File: config.mk
export PLATFORM = sky130hd
export DESIGN_NAME = rom_stats_engine_flat
export DESIGN_NICKNAME = d
export VERILOG_FILES = /design/src/rtl/rom_stats_engine_pkg.sv /design/src/rtl/rom_stats_engine_if.sv /design/src/rtl/rom_stats_engine_accumulator.sv /design/src/rtl/rom_stats_engine.sv /design/src/flat_wrapper.sv
export SDC_FILE = /design/constraint.sdc
export NUM_CORES = 1
export LEC_CHECK = 0
export ABC_CLOCK_PERIOD_IN_PS = 2900
export BUFFER_PORTS_ARGS = -buffer_cell sky130_fd_sc_hd__buf_2
export CORE_ASPECT_RATIO = 0.8
export CORE_UTILIZATION = 30
export DETAILED_ROUTE_END_ITERATION = 10
export PLACE_DENSITY_LB_ADDON = 0.05
export SLEW_MARGIN = 10
export SYNTH_ARGS = -nofsm -noshare
export SYNTH_HDL_FRONTEND = slang
export SYNTH_SLANG_ARGS = --single-unit
File: constraint.sdc
create_clock -name sys_clock -period 2.9 [get_ports sys_clock]
set_clock_uncertainty 0.1 [all_clocks]
set_input_delay 0.145 -clock sys_clock [delete_from_list [all_inputs] [get_ports sys_clock]]
set_output_delay 0.145 -clock sys_clock [all_outputs]
set_load 0.05 [all_outputs]
File: src/rtl/rom_stats_engine_pkg.sv
// Shared types and constants for the ROM statistics engine.
// Optional sum-of-squares / variance path: define ROM_STATS_VARIANCE_EN.
package dsp_stats_pkg;

  // CALC2 is only entered when the variance path is built in.
  typedef enum logic [2:0] {
    IDLE  = 3'd0,
    READ  = 3'd1,
    DRAIN = 3'd2,
    CALC  = 3'd3,
    CALC2 = 3'd4,
    DONE  = 3'd5
  } stats_state_t;

  // Extremes of the 32-bit two's complement sample word held in the ROM.
  localparam int SAMPLE_WIDTH = 32;
  localparam logic signed [SAMPLE_WIDTH-1:0] SAMPLE_MOST_POS = 32'sh7FFF_FFFF;
  localparam logic signed [SAMPLE_WIDTH-1:0] SAMPLE_MOST_NEG = 32'sh8000_0000;

  // Sum width that cannot overflow for num_samples samples of data_width bits.
  function automatic int calc_acc_width(input int data_width, input int num_samples);
    return data_width + $clog2(num_samples);
  endfunction

endpackage

File: src/rtl/rom_stats_engine_if.sv
// ROM read port seen from the statistics engine.
// Optional feature macro: ROM_STATS_VARIANCE_EN (does not change this bus).
// There is no valid/ready pair: the engine drives one address per cycle and the
// ROM returns that word exactly one clock later (registered read).
interface rom_stats_engine_if #(
  parameter int DATA_WIDTH      = 32,
  parameter int ADDR_WIDTH_BITS = 9
);
  logic        [ADDR_WIDTH_BITS-1:0] rom_addr_o;
  logic signed [DATA_WIDTH-1:0]      rom_data_i;

  modport master (output rom_addr_o, input rom_data_i);
  modport slave  (input rom_addr_o, output rom_data_i);
endinterface

File: src/rtl/rom_stats_engine_accumulator.sv
// Running sum / min / max over the samples of one pass.
// With ROM_STATS_VARIANCE_EN defined, also a sum of squares behind one
// registered multiplier stage.
module stats_accumulator
  import dsp_stats_pkg::*;
#(
  parameter int DATA_WIDTH  = 32,
  parameter int ACC_WIDTH   = calc_acc_width(32, 512),
  parameter int SUMSQ_WIDTH = 2*DATA_WIDTH + 9
)(
  input  logic                         sys_clock,
  input  logic                         sys_reset,
  input  logic                         clear,
  input  logic                         valid,
  input  logic signed [DATA_WIDTH-1:0] sample,
  output logic signed [ACC_WIDTH-1:0]  sum,
  output logic signed [DATA_WIDTH-1:0] min_val,
  output logic signed [DATA_WIDTH-1:0] max_val
`ifdef ROM_STATS_VARIANCE_EN
  ,
  output logic [SUMSQ_WIDTH-1:0]       sumsq
`endif
);

  localparam logic signed [DATA_WIDTH-1:0] INIT_MIN = {1'b0, {(DATA_WIDTH-1){1'b1}}};
  localparam logic signed [DATA_WIDTH-1:0] INIT_MAX = {1'b1, {(DATA_WIDTH-1){1'b0}}};

  logic signed [ACC_WIDTH-1:0] sample_ext;
  assign sample_ext = {{(ACC_WIDTH-DATA_WIDTH){sample[DATA_WIDTH-1]}}, sample};

  // Sum and signed extremes; clear seeds min/max so the first sample wins.
  always_ff @(posedge sys_clock) begin
    if (sys_reset) begin
      sum     <= '0;
      min_val <= '0;
      max_val <= '0;
    end else if (clear) begin
      sum     <= '0;
      min_val <= INIT_MIN;
      max_val <= INIT_MAX;
    end else if (valid) begin
      sum <= sum + sample_ext;
      if (sample < min_val) min_val <= sample;
      if (sample > max_val) max_val <= sample;
    end
  end

`ifdef ROM_STATS_VARIANCE_EN
  logic signed [2*DATA_WIDTH-1:0] sq_in;
  logic        [2*DATA_WIDTH-1:0] sq_q;
  logic                           sq_vld_q;
  assign sq_in = {{DATA_WIDTH{sample[DATA_WIDTH-1]}}, sample};

  // Square is registered first, so the sum of squares trails by one cycle.
  always_ff @(posedge sys_clock) begin
    if (sys_reset || clear) begin
      sq_q     <= '0;
      sq_vld_q <= 1'b0;
      sumsq    <= '0;
    end else begin
      sq_q     <= sq_in * sq_in;
      sq_vld_q <= valid;
      if (sq_vld_q) sumsq <= sumsq + {{(SUMSQ_WIDTH-2*DATA_WIDTH){1'b0}}, sq_q};
    end
  end
`endif

endmodule

File: src/rtl/rom_stats_engine.sv
// Walks ROM addresses 0..NUM_SAMPLES-1, absorbs the 1-cycle read latency and
// publishes sum / mean / min / max with a one-cycle done pulse.
// Optional feature macro: ROM_STATS_VARIANCE_EN adds sumsq_o and variance_o.
module rom_stats_engine
  import dsp_stats_pkg::*;
#(
  parameter int DATA_WIDTH      = 32,
  parameter int ROM_DEPTH       = 512,
  parameter int ADDR_WIDTH_BITS = $clog2(ROM_DEPTH),
  parameter int NUM_SAMPLES     = 512,
  parameter int LOG2_N          = $clog2(NUM_SAMPLES),
  parameter int ACC_WIDTH       = calc_acc_width(DATA_WIDTH, NUM_SAMPLES)
)(
  input  logic                         sys_clock,
  input  logic                         sys_reset,
  input  logic                         start_i,
  rom_stats_engine_if.master           rom_bus,
  output logic                         busy_o,
  output logic                         done_o,
  output logic signed [ACC_WIDTH-1:0]  sum_o,
  output logic signed [DATA_WIDTH-1:0] mean_o,
  output logic signed [DATA_WIDTH-1:0] min_o,
  output logic signed [DATA_WIDTH-1:0] max_o,
  output stats_state_t                 state_o
`ifdef ROM_STATS_VARIANCE_EN
  ,
  output logic [2*DATA_WIDTH+LOG2_N-1:0] sumsq_o,
  output logic [2*DATA_WIDTH-1:0]        variance_o
`endif
);

  generate
    if (NUM_SAMPLES < 2 || NUM_SAMPLES > ROM_DEPTH ||
        (NUM_SAMPLES & (NUM_SAMPLES - 1)) != 0) begin : g_bad_num_samples
      $error("rom_stats_engine: NUM_SAMPLES must be a power of two in 2..ROM_DEPTH");
    end
    if (ACC_WIDTH != DATA_WIDTH + LOG2_N) begin : g_bad_acc_width
      $error("rom_stats_engine: ACC_WIDTH must equal DATA_WIDTH + LOG2_N");
    end
  endgenerate

  localparam logic [ADDR_WIDTH_BITS-1:0] LAST_ADDR = ADDR_WIDTH_BITS'(NUM_SAMPLES - 1);
  localparam logic [ADDR_WIDTH_BITS-1:0] ADDR_ONE  = ADDR_WIDTH_BITS'(1);

  stats_state_t                state_q, state_d;
  logic [ADDR_WIDTH_BITS-1:0]  addr_q, addr_d;
  logic                        rd_vld_q;
  logic                        acc_clear;
  logic                        calc_en;
  logic signed [ACC_WIDTH-1:0] acc_sum;
  logic signed [DATA_WIDTH-1:0] acc_min, acc_max;
`ifdef ROM_STATS_VARIANCE_EN
  logic                        calc2_phase_q;
  logic [2*DATA_WIDTH+LOG2_N-1:0] acc_sumsq;
`endif

  stats_accumulator #(
    .DATA_WIDTH (DATA_WIDTH),
    .ACC_WIDTH  (ACC_WIDTH),
    .SUMSQ_WIDTH(2*DATA_WIDTH + LOG2_N)
  ) u_acc (
    .sys_clock(sys_clock),
    .sys_reset(sys_reset),
    .clear    (acc_clear),
    .valid    (rd_vld_q),
    .sample   (rom_bus.rom_data_i),
    .sum      (acc_sum),
    .min_val  (acc_min),
    .max_val  (acc_max)
`ifdef ROM_STATS_VARIANCE_EN
    ,
    .sumsq    (acc_sumsq)
`endif
  );

  assign rom_bus.rom_addr_o = addr_q;
  assign state_o            = state_q;
  assign busy_o             = (state_q != IDLE) && (state_q != DONE);
  assign done_o             = (state_q == DONE);

  // State, address counter and the read-valid pipe that tracks ROM latency.
  always_ff @(posedge sys_clock) begin
    if (sys_reset) begin
      state_q  <= IDLE;
      addr_q   <= '0;
      rd_vld_q <= 1'b0;
    end else begin
      state_q  <= state_d;
      addr_q   <= addr_d;
      rd_vld_q <= (state_q == READ);
    end
  end

  // Next state; the address saturates at the last sample and is reset on exit.
  always_comb begin
    state_d   = state_q;
    addr_d    = addr_q;
    acc_clear = 1'b0;
    calc_en   = 1'b0;
    case (state_q)
      IDLE: begin
        addr_d = '0;
        if (start_i) begin
          state_d   = READ;
          acc_clear = 1'b1;
        end
      end
      READ: begin
        if (addr_q == LAST_ADDR) state_d = DRAIN;
        else                     addr_d  = addr_q + ADDR_ONE;
      end
      DRAIN: state_d = CALC;
      CALC: begin
        calc_en = 1'b1;
`ifdef ROM_STATS_VARIANCE_EN
        state_d = CALC2;
`else
        state_d = DONE;
`endif
      end
      CALC2: begin
`ifdef ROM_STATS_VARIANCE_EN
        if (calc2_phase_q) state_d = DONE;
`else
        state_d = DONE;
`endif
      end
      DONE: begin
        state_d = IDLE;
        addr_d  = '0;
      end
      default: state_d = IDLE;
    endcase
  end

  // Result registers: loaded once per pass, held until the next CALC.
  // The mean is the sum shifted right by LOG2_N, i.e. its upper DATA_WIDTH bits.
  always_ff @(posedge sys_clock) begin
    if (sys_reset) begin
      sum_o  <= '0;
      mean_o <= '0;
      min_o  <= '0;
      max_o  <= '0;
    end else if (calc_en) begin
      sum_o  <= acc_sum;
      mean_o <= acc_sum[ACC_WIDTH-1:LOG2_N];
      min_o  <= acc_min;
      max_o  <= acc_max;
    end
  end

`ifdef ROM_STATS_VARIANCE_EN
  logic signed [2*DATA_WIDTH-1:0] mean_ext;
  logic        [2*DATA_WIDTH-1:0] mean_sq_q;
  logic        [2*DATA_WIDTH-1:0] sumsq_div;
  assign mean_ext  = {{DATA_WIDTH{mean_o[DATA_WIDTH-1]}}, mean_o};
  assign sumsq_div = sumsq_o[2*DATA_WIDTH+LOG2_N-1:LOG2_N];

  // Two CALC2 cycles: square the mean and latch sumsq, then subtract with floor at 0.
  always_ff @(posedge sys_clock) begin
    if (sys_reset) begin
      calc2_phase_q <= 1'b0;
      mean_sq_q     <= '0;
      sumsq_o       <= '0;
      variance_o    <= '0;
    end else if (state_q == CALC2) begin
      if (!calc2_phase_q) begin
        sumsq_o       <= acc_sumsq;
        mean_sq_q     <= mean_ext * mean_ext;
        calc2_phase_q <= 1'b1;
      end else begin
        variance_o    <= (sumsq_div > mean_sq_q) ? (sumsq_div - mean_sq_q) : '0;
        calc2_phase_q <= 1'b0;
      end
    end
  end
`endif

endmodule
File: src/flat_wrapper.sv
// flat-port wrapper written by rule: the top's interface ports become plain ports
module rom_stats_engine_flat import dsp_stats_pkg::*;
#(
  parameter int DATA_WIDTH      = 32,
  parameter int ROM_DEPTH       = 512,
  parameter int ADDR_WIDTH_BITS = $clog2(ROM_DEPTH),
  parameter int NUM_SAMPLES     = 512,
  parameter int LOG2_N          = $clog2(NUM_SAMPLES),
  parameter int ACC_WIDTH       = calc_acc_width(DATA_WIDTH, NUM_SAMPLES)
)
  (sys_clock, sys_reset, start_i, busy_o, done_o, sum_o, mean_o, min_o, max_o, state_o, rom_bus_rom_addr_o, rom_bus_rom_data_i);
  rom_stats_engine_if #(.DATA_WIDTH(DATA_WIDTH), .ADDR_WIDTH_BITS(ADDR_WIDTH_BITS)) rom_bus_i ();
  input  logic sys_clock;
  input  logic sys_reset;
  input  logic start_i;
  output logic busy_o;
  output logic done_o;
  output logic signed [ACC_WIDTH-1:0] sum_o;
  output logic signed [DATA_WIDTH-1:0] mean_o;
  output logic signed [DATA_WIDTH-1:0] min_o;
  output logic signed [DATA_WIDTH-1:0] max_o;
  output stats_state_t state_o;
  output wire logic [$bits(rom_bus_i.rom_addr_o)-1:0] rom_bus_rom_addr_o;
  input wire logic [$bits(rom_bus_i.rom_data_i)-1:0] rom_bus_rom_data_i;
  assign rom_bus_rom_addr_o = rom_bus_i.rom_addr_o;
  assign rom_bus_i.rom_data_i = rom_bus_rom_data_i;
  rom_stats_engine #(.DATA_WIDTH(DATA_WIDTH), .ROM_DEPTH(ROM_DEPTH), .ADDR_WIDTH_BITS(ADDR_WIDTH_BITS), .NUM_SAMPLES(NUM_SAMPLES), .LOG2_N(LOG2_N), .ACC_WIDTH(ACC_WIDTH)) u_core (.sys_clock(sys_clock), .sys_reset(sys_reset), .start_i(start_i), .rom_bus(rom_bus_i), .busy_o(busy_o), .done_o(done_o), .sum_o(sum_o), .mean_o(mean_o), .min_o(min_o), .max_o(max_o), .state_o(state_o));
endmodule
==> results of run 1 <==
repair_timing:
item / CTS / global route
endpoints found under the hold margin: 77 / 0
hold buffers: 33 / 0
buffers inserted: 0 / 5
gates resized for setup: 0 / 17
endpoints found under the setup margin: 0 / 63
cells in the mapped netlist (5+ instances only):
cell type,instances
nand2_1,249
dfxtp_1,223
a21oi_1,198
nor2_1,109
ha_1,105
mux2i_1,91
inv_1,71
clkbuf_1,49
a21o_1,43
buf_4,35
xnor2_1,27
nand4_1,24
o21ai_0,16
xor2_1,16
o21ai_1,14
nand2b_1,11
nand3_1,11
o21a_1,11
buf_1,10
nor2b_1,10
a211oi_1,9
nor3_1,8
or3_1,7
a21oi_2,6
and3_1,6
o211ai_1,6
a31oi_1,5
and2_1,5
o21bai_1,5
tightest hold or removal path, delay by kind of cell:
kind / cells / cell delay [ns]
buffers and inverters: 2 / 0.34
multiplexers: 1 / 0.13
AND/OR/NAND/NOR: 1 / 0.05
layout make-up:
class                      instances  area share, %
sequential                       223           30.3
multi-input combinational       1039           45.8
clock inverter                     5          0.534
tap                              528           4.48
inverter                          71           1.81
timing repair buffer             264           11.7
clock buffer                      40           5.39
where the power goes:
group,total [mW],switching [mW],internal (mW)
sequential,3.21,0.0690,3.14
clock,3.42,1.37,2.05
combinational,0.981,0.565,0.416
total,7.61,2.00,5.61
metal layers:
layer / global-route usage [%] / wire length, um / vias to the layer above
met5: 0 / 0 / -
met4: 3.27 / 549 / 0
met3: 2.51 / 1100 / 36
met2: 27.7 / 15600 / 131
met1: 26.2 / 19400 / 4815
li1: - / - / 5285
cells by family (layout without fill, tap and decap cells):
logic type      count (synthesis)  count (layout)  synth area share, %
flops                         223             223                 37.4
xor+xnor                       43              43                 3.15
mux                            92              92                 7.82
fa+ha+maj                     106             106                 11.2
buf+inv                       172             380                 6.74
compound gates                344             344                 17.4
simple gates                  454             454                 16.3
metrics by stage:
stage          hold WS [ns]  power [mW]  cells  setup TNS [ns]
4_1_cts              0.0294        7.70   2163               0
3_5_place_dp          0.344        4.20   2085               0
3_3_place_gp          0.341        4.20   2085               0
5_1_grt              0.0907        7.95   2170         -0.0841
6_report             0.0662        7.61   2170               0
2_1_floorplan         0.189        3.89   1434               0
registers in the layout, summed over array words and instances, names as in the netlist:
signal	count
u_core.rom_bus.rom_addr_o	9
u_core.u_acc.min_val	32
u_core.rd_vld_q	1
u_core.sum_o	9
u_core.u_acc.sum	41
u_core.min_o	32
u_core.max_o	32
u_core.state_o	3
u_core.mean_o	32
u_core.u_acc.max_val	32
how the worst min path moves through the flow:
stage                                       from                       end  slack, ns  cells after the start
after detailed placement        u_core.max_o[17]          u_core.max_o[17]       0.34                      2
after CTS                  rom_bus_rom_data_i[9]   u_core.u_acc.max_val[9]       0.03                      4
after floorplan           rom_bus_rom_data_i[31]  u_core.u_acc.min_val[31]       0.19                      2
after global routing       rom_bus_rom_data_i[9]   u_core.u_acc.max_val[9]       0.09                      4
after global placement          u_core.max_o[13]          u_core.max_o[13]       0.34                      2
final                      rom_bus_rom_data_i[9]   u_core.u_acc.max_val[9]       0.07                      4
==> flow_summary_export.csv, run 1 <==
group,metric,value,unit
outcome,status,"complete, no violations",
floorplanning,die_x,225,um
yosys,yosysWarnings,0,
routing,drc,0,
floorplanning,coreArea,38800,um2
critical_path,end_kind,"register",
critical_path,critPathMaxFanout,3,
placement,post-place-ws,0.0528,ns
critical_path,r2r-end,"u_core.u_acc.sum[38]",
cells_and_area,final_util,38.1,%
floorplanning,initial_core_util,30.8,%
yosys,yosys.area.top_type,"dfxtp_1",
critical_path,critPathRequiredTime,3.23,ns
global_route,grt_pass1_vias,10100,
critical_path,crit_cells,13,
power,p_leak,6.42,nW
sta,hold_viol,0,
yosys,synth_area_per_cell,8.33,um2
routing,wl_per_cell,16.9,um
critical_path,r2r_cells,13,
routing,drt_iter0_drc,423,
cells_and_area,areaGrowthSynthToFinish,23.5,%
cells_and_area,seq_area,4470,um2
cells_and_area,design_area,14800,um2
global_route,grt_remaining_overflow,0,
cells_and_area,antenna_cells,0,
floorplanning,num_rows,64,
routing,vias,10300,
clocking,cts_max_level,1,
yosys,synth-seq-area-share,37.4,%
sta,drv_slew,0,
clocking,tritoncts,"built",
global_route,grt.total_usage,17.9,%
yosys,synth_edf_count,0,
sta,finalSetupViolCount,0,
yosys,synth_cells,1434,
clocking,cts-buffers-inserted,27,
cells_and_area,multiInputGateArea,6750,um2
clocking,insertion_delay,0.55,ns
routing,first_pass_iters,5,
power,power_density,516,nW/um2
critical_path,critPathSlowestCell,"fa_2",
global_route,antenna_found_initial,1,
floorplanning,ioPinCount,186,
min_path,hp-class,"input pin to register",
yosys,yosys-top-cells-area,"dfxtp_1 37%, ha_1 11%, a21oi_1 8.3%",
cells_and_area,drive_gt1_share,18.8,%
yosys,synth_area,11900,um2
critical_path,critPathMaxStageDelay,0.34,ns
routing,drtAntennaViolNets,0,
placement,port-buffer-count,185,
power,peakVddDrop,400,uV
yosys,async_flop_share,0,%
sta,worstMarginPinSlew,0.678,ns
critical_path,cpMostUsedCell,"buf_4",
critical_path,worst_setup_path_start_kind,"register",
global_route,grt_pass1_wl,57600,um
critical_path,crit_end,"u_core.u_acc.sum[38]",
sta,setup_slack,0.0745,ns
critical_path,crit_buf_inv,2,
sta,timing.final.crit_share,97.4,%
critical_path,arrival,3.15,ns
sta,maxSlewHeadroom,54.8,%
placement,dpl_cell_area,13400,um2
run,cap_viol_max_count,0,
clocking,root_buffer,"clkbuf_16",
routing,wl,36700,um
yosys,yosysUniqueCellTypes,65,
yosys,synth-seq-cells,223,
sta,period_needed,2.83,ns
placement,place_congestion,0.785,
floorplanning,die_area,40600,um2
critical_path,critPathKind,"register to register",
clocking,cts.sinks,223,
cells_and_area,fillers,4141,
sta,fmaxAchievable,354,MHz
critical_path,path_delay_family,"compound AO/OA/AOI/OAI gates",
critical_path,startpoint,"u_core.u_acc.sum[0]",
cells_and_area,layout_commonest_cell,"nand2_1",
placement,dpl.hpwl,27000,um
routing,vias_per_cell,4.73,
cells_and_area,mostFrequentLayoutCells,"248 x nand2_1, 217 x dfxtp_1, 197 x a21oi_1",
yosys,syn-num-nets,1575,
cells_and_area,layout.nets,1767,
clocking,clk_pin_slew,0.06,ns
floorplanning,die_h,180,um
critical_path,crit_chain,"ha_4 > fa_2 > a21o_1 > a221oi_2 > buf_4 > a21oi_4 > o21ai_2 > o211ai_2 > a211oi_2 > buf_4 > o41ai_2 > xnor2_1 > o21ai_1",
critical_path,regToRegStartpoint,"u_core.u_acc.sum[0]",
sta,rsz0062_at_grt,"yes",
clocking,clockBufferDepth,3,
global_route,grt_max_degree,80,
yosys,post-synth-top-area-fraction,37.4,%
yosys,ys.flop_type,"dfxtp_1",
critical_path,reg2reg_setup_slack,0.07,ns
Note: power is estimated with default switching activity, not from simulation.
==> run 2, diff against run 1 <==
--- a/config.mk
+++ b/config.mk
@@ -5,6 +5,7 @@
 export SDC_FILE = /design/constraint.sdc
 export NUM_CORES = 1
 export LEC_CHECK = 0
+export ABC_AREA = 1
 export ABC_CLOCK_PERIOD_IN_PS = 2900
 export BUFFER_PORTS_ARGS = -buffer_cell sky130_fd_sc_hd__buf_2
 export CORE_ASPECT_RATIO = 0.8
==> run 2 against run 1 <==
Against the previous run: highest routed layer unchanged; worst setup slack improved by 0.25 ns; register-to-register slack improved by 0.30 ns; fmax increased by 9.7%; hold slack got worse by 0.022 ns; global-route usage increased by 0.92 points.
==> flow_summary_export.csv, run 2 <==
group,metric,value,unit
outcome,status,"complete, no violations",
routing,first_pass_iters,5,
yosys,synth_compound_area_share,20.6,%
floorplanning,die_area,42900,um2
sta,worstMarginPinSlew,0.872,ns
yosys,ys.flop_type,"dfxtp_1",
cells_and_area,design_area,15000,um2
yosys,synth.area.mux_share,0,%
sta,drv_slew,0,
critical_path,critPathKind,"input pin to register",
global_route,use_met1,27.6,%
yosys,synth_area,12600,um2
floorplanning,die_x,231,um
min_path,worstHoldPathCells,3,
yosys,synth-seq-cells,223,
run,cap_viol_max_count,0,
sta,fmaxAchievable,388,MHz
yosys,yosysMostFrequentCell,"nand2_1",
yosys,synth_adder_area_share,10.6,%
critical_path,critPathMaxFanout,31,
global_route,grt_pass1_vias,11000,
global_route,met3_usage,2.36,%
global_route,antenna_found_initial,1,
placement,place_congestion,0.822,
floorplanning,coreArea,41000,um2
cells_and_area,mostFrequentLayoutCells,"261 x nand2_1, 237 x inv_1, 232 x a21oi_1",
routing,vias_per_cell,4.66,
cells_and_area,largest_reg_flops,41,
routing,drtAntennaViolNets,0,
yosys,post-synth-top-area-fraction,35.3,%
clocking,tritoncts,"built",
yosys,syn-num-nets,1912,
global_route,use_met2,28.9,%
sta,hold_viol,0,
min_path,hp-class,"input pin to register",
cells_and_area,fillers,4436,
global_route,grt.total_usage,18.8,%
clocking,clk_pin_slew,0.06,ns
yosys,yosysWarnings,0,
global_route,grt_max_degree,200,
clocking,insertion_delay,0.58,ns
cells_and_area,seq_area,4460,um2
floorplanning,die_h,186,um
cells_and_area,regMostFlops,"u_core.u_acc.sum",
yosys,async_flop_share,0,%
sta,rsz0062_at_grt,"no",
critical_path,critPathRequiredTime,3.30,ns
critical_path,reg2reg_setup_slack,0.37,ns
yosys,yosys.area_share.simple,20.1,%
routing,wl_per_cell,16.2,um
clocking,root_buffer,"clkbuf_16",
yosys,synth_top_family_by_area,"compound AO/OA/AOI/OAI gates",
placement,dpl.hpwl,29900,um
yosys,synth_xor_area_share,1.59,%
placement,dpl_cell_area,13800,um2
critical_path,regToRegStartpoint,"u_core.u_acc.max_val[31]",
sta,timing.final.crit_share,88.8,%
yosys,yosysUniqueCellTypes,46,
min_path,worstHoldStart,"sys_reset",
floorplanning,ioPinCount,186,
global_route,busiest_layer,"met2",
clocking,cts.sinks,223,
critical_path,r2r_cells,12,
cells_and_area,multiInputGateArea,6680,um2
sta,period_needed,2.57,ns
placement,port-buffer-count,185,
global_route,grt_pass1_wl,62700,um
cells_and_area,layout.nets,2072,
sta,tns,0,ns
power,p_leak,7.17,nW
critical_path,arrival,2.98,ns
yosys,synth_cells,1771,
routing,drc,0,
floorplanning,num_rows,66,
clocking,cts-buffers-inserted,28,
cells_and_area,layout_commonest_cell,"nand2_1",
power,power_density,590,nW/um2
critical_path,worst_setup_path_start_kind,"input pin",
power,peakVddDrop,426,uV
yosys,synth_common_cells,"262 x nand2_1, 238 x inv_1, 232 x a21oi_1",
sta,maxSlewHeadroom,41.9,%
yosys,yosys.area.top_type,"dfxtp_1",
yosys,synth_edf_count,0,
yosys,synth-seq-area-share,35.3,%
yosys,yosys-top-cells-area,"dfxtp_1 35%, ha_1 10%, a21oi_1 9.2%",
critical_path,r2r-end,"u_core.u_acc.max_val[6]",
critical_path,end_kind,"register",
routing,drt_iter0_drc,704,
yosys,synth_area_per_cell,7.13,um2
sta,finalSetupViolCount,0,
global_route,grt_remaining_overflow,0,
floorplanning,initial_core_util,30.8,%
cells_and_area,drive_gt1_share,15.5,%
routing,vias,11600,
cells_and_area,areaGrowthSynthToFinish,18.9,%
min_path,hold_end,"u_core.rd_vld_q",
clocking,cts_max_level,1,
routing,wl,40400,um
clocking,clockBufferDepth,3,
-- run 2: changes by cell type in the layout (fill, tap and decap cells not counted), sizes merged, moves of 32 or more --
cell	before	now
a21oi	204	253
nor2	109	190
inv	72	239
a21o	43	11
o21ai	31	201
nand3	12	92
mux2i	92	0
-- run 2: logic make-up (layout without fill, tap and decap cells) --
logic type | after synthesis | after routing
buffers and inverters | 345 | 524
XOR/XNOR | 23 | 23
AND/OR/NAND/NOR | 589 | 589
flip-flops | 223 | 223
other | 0 | 2
adder cells (fa/ha/maj) | 106 | 106
AO/OA/AOI/OAI | 485 | 485
-- run 2: power by group --
group	internal (mW)	switching, mW
clock network	1.91	1.41
registers	3.27	0.123
logic	0.659	1.50
total	5.83	3.03
-- run 2: critical path: stages --
cell and delay, ns:
dlygate4sd3_1 0.54, buf_2 0.26, ha_1 0.40, nand2_1 0.09
nor2_1 0.14, nand2_1 0.11, nor4_2 0.25, nand4_1 0.17
and2_1 0.21, nand2_2 0.10, buf_4 0.32, o21ai_0 0.12
nor2_1 0.10
-- run 2: worst max-delay path by stage --
stage / from / to
after floorplan: u_core.state_o[2] / u_core.rom_bus.rom_addr_o[7]
after global placement: rom_bus_rom_data_i[31] / u_core.u_acc.max_val[7]
after detailed placement: rom_bus_rom_data_i[31] / u_core.u_acc.max_val[6]
after CTS: rom_bus_rom_data_i[31] / u_core.u_acc.max_val[6]
after global routing: rom_bus_rom_data_i[31] / u_core.u_acc.max_val[23]
final: rom_bus_rom_data_i[31] / u_core.u_acc.max_val[6]
-- run 2: layout make-up --
cell class / count / area share, %
multi-input cells: 1203 / 44.5
flip-flops and latches: 223 / 29.7
repair buffers: 236 / 9.51
inverters: 239 / 5.99
clock buffers: 43 / 5.37
well taps: 544 / 4.53
clock inverters: 6 / 0.383
diodes: 2 / 0.0333
-- run 2: repair_timing --
action / CTS / global route
endpoints found under the hold margin: 66 / 0
hold buffers: 33 / 0
resized for setup: 0 / 2
endpoints found under the setup margin: 0 / 20
setup buffers: 0 / 0
-- run 2: layer usage --
layer / vias to the layer above / wire length, um
li1: 6118 / -
met1: 5281 / 21100
met2: 181 / 17200
met3: 48 / 1340
met4: 0 / 805
met5: - / 0
-- run 2: through the flow --
stage          utilization (%)  cells  hold WS [ns]  power, mW  setup WS, ns
2_1_floorplan                -   1771         0.180       5.02         0.306
3_3_place_gp              33.7   2412         0.343       5.59         0.169
3_5_place_dp              33.7   2412         0.347       5.59         0.175
4_1_cts                   36.6   2494        0.0380       9.04         0.206
5_1_grt                   36.6   2494        0.0667       9.43        0.0230
6_report                  36.6   2496        0.0438       8.87         0.325
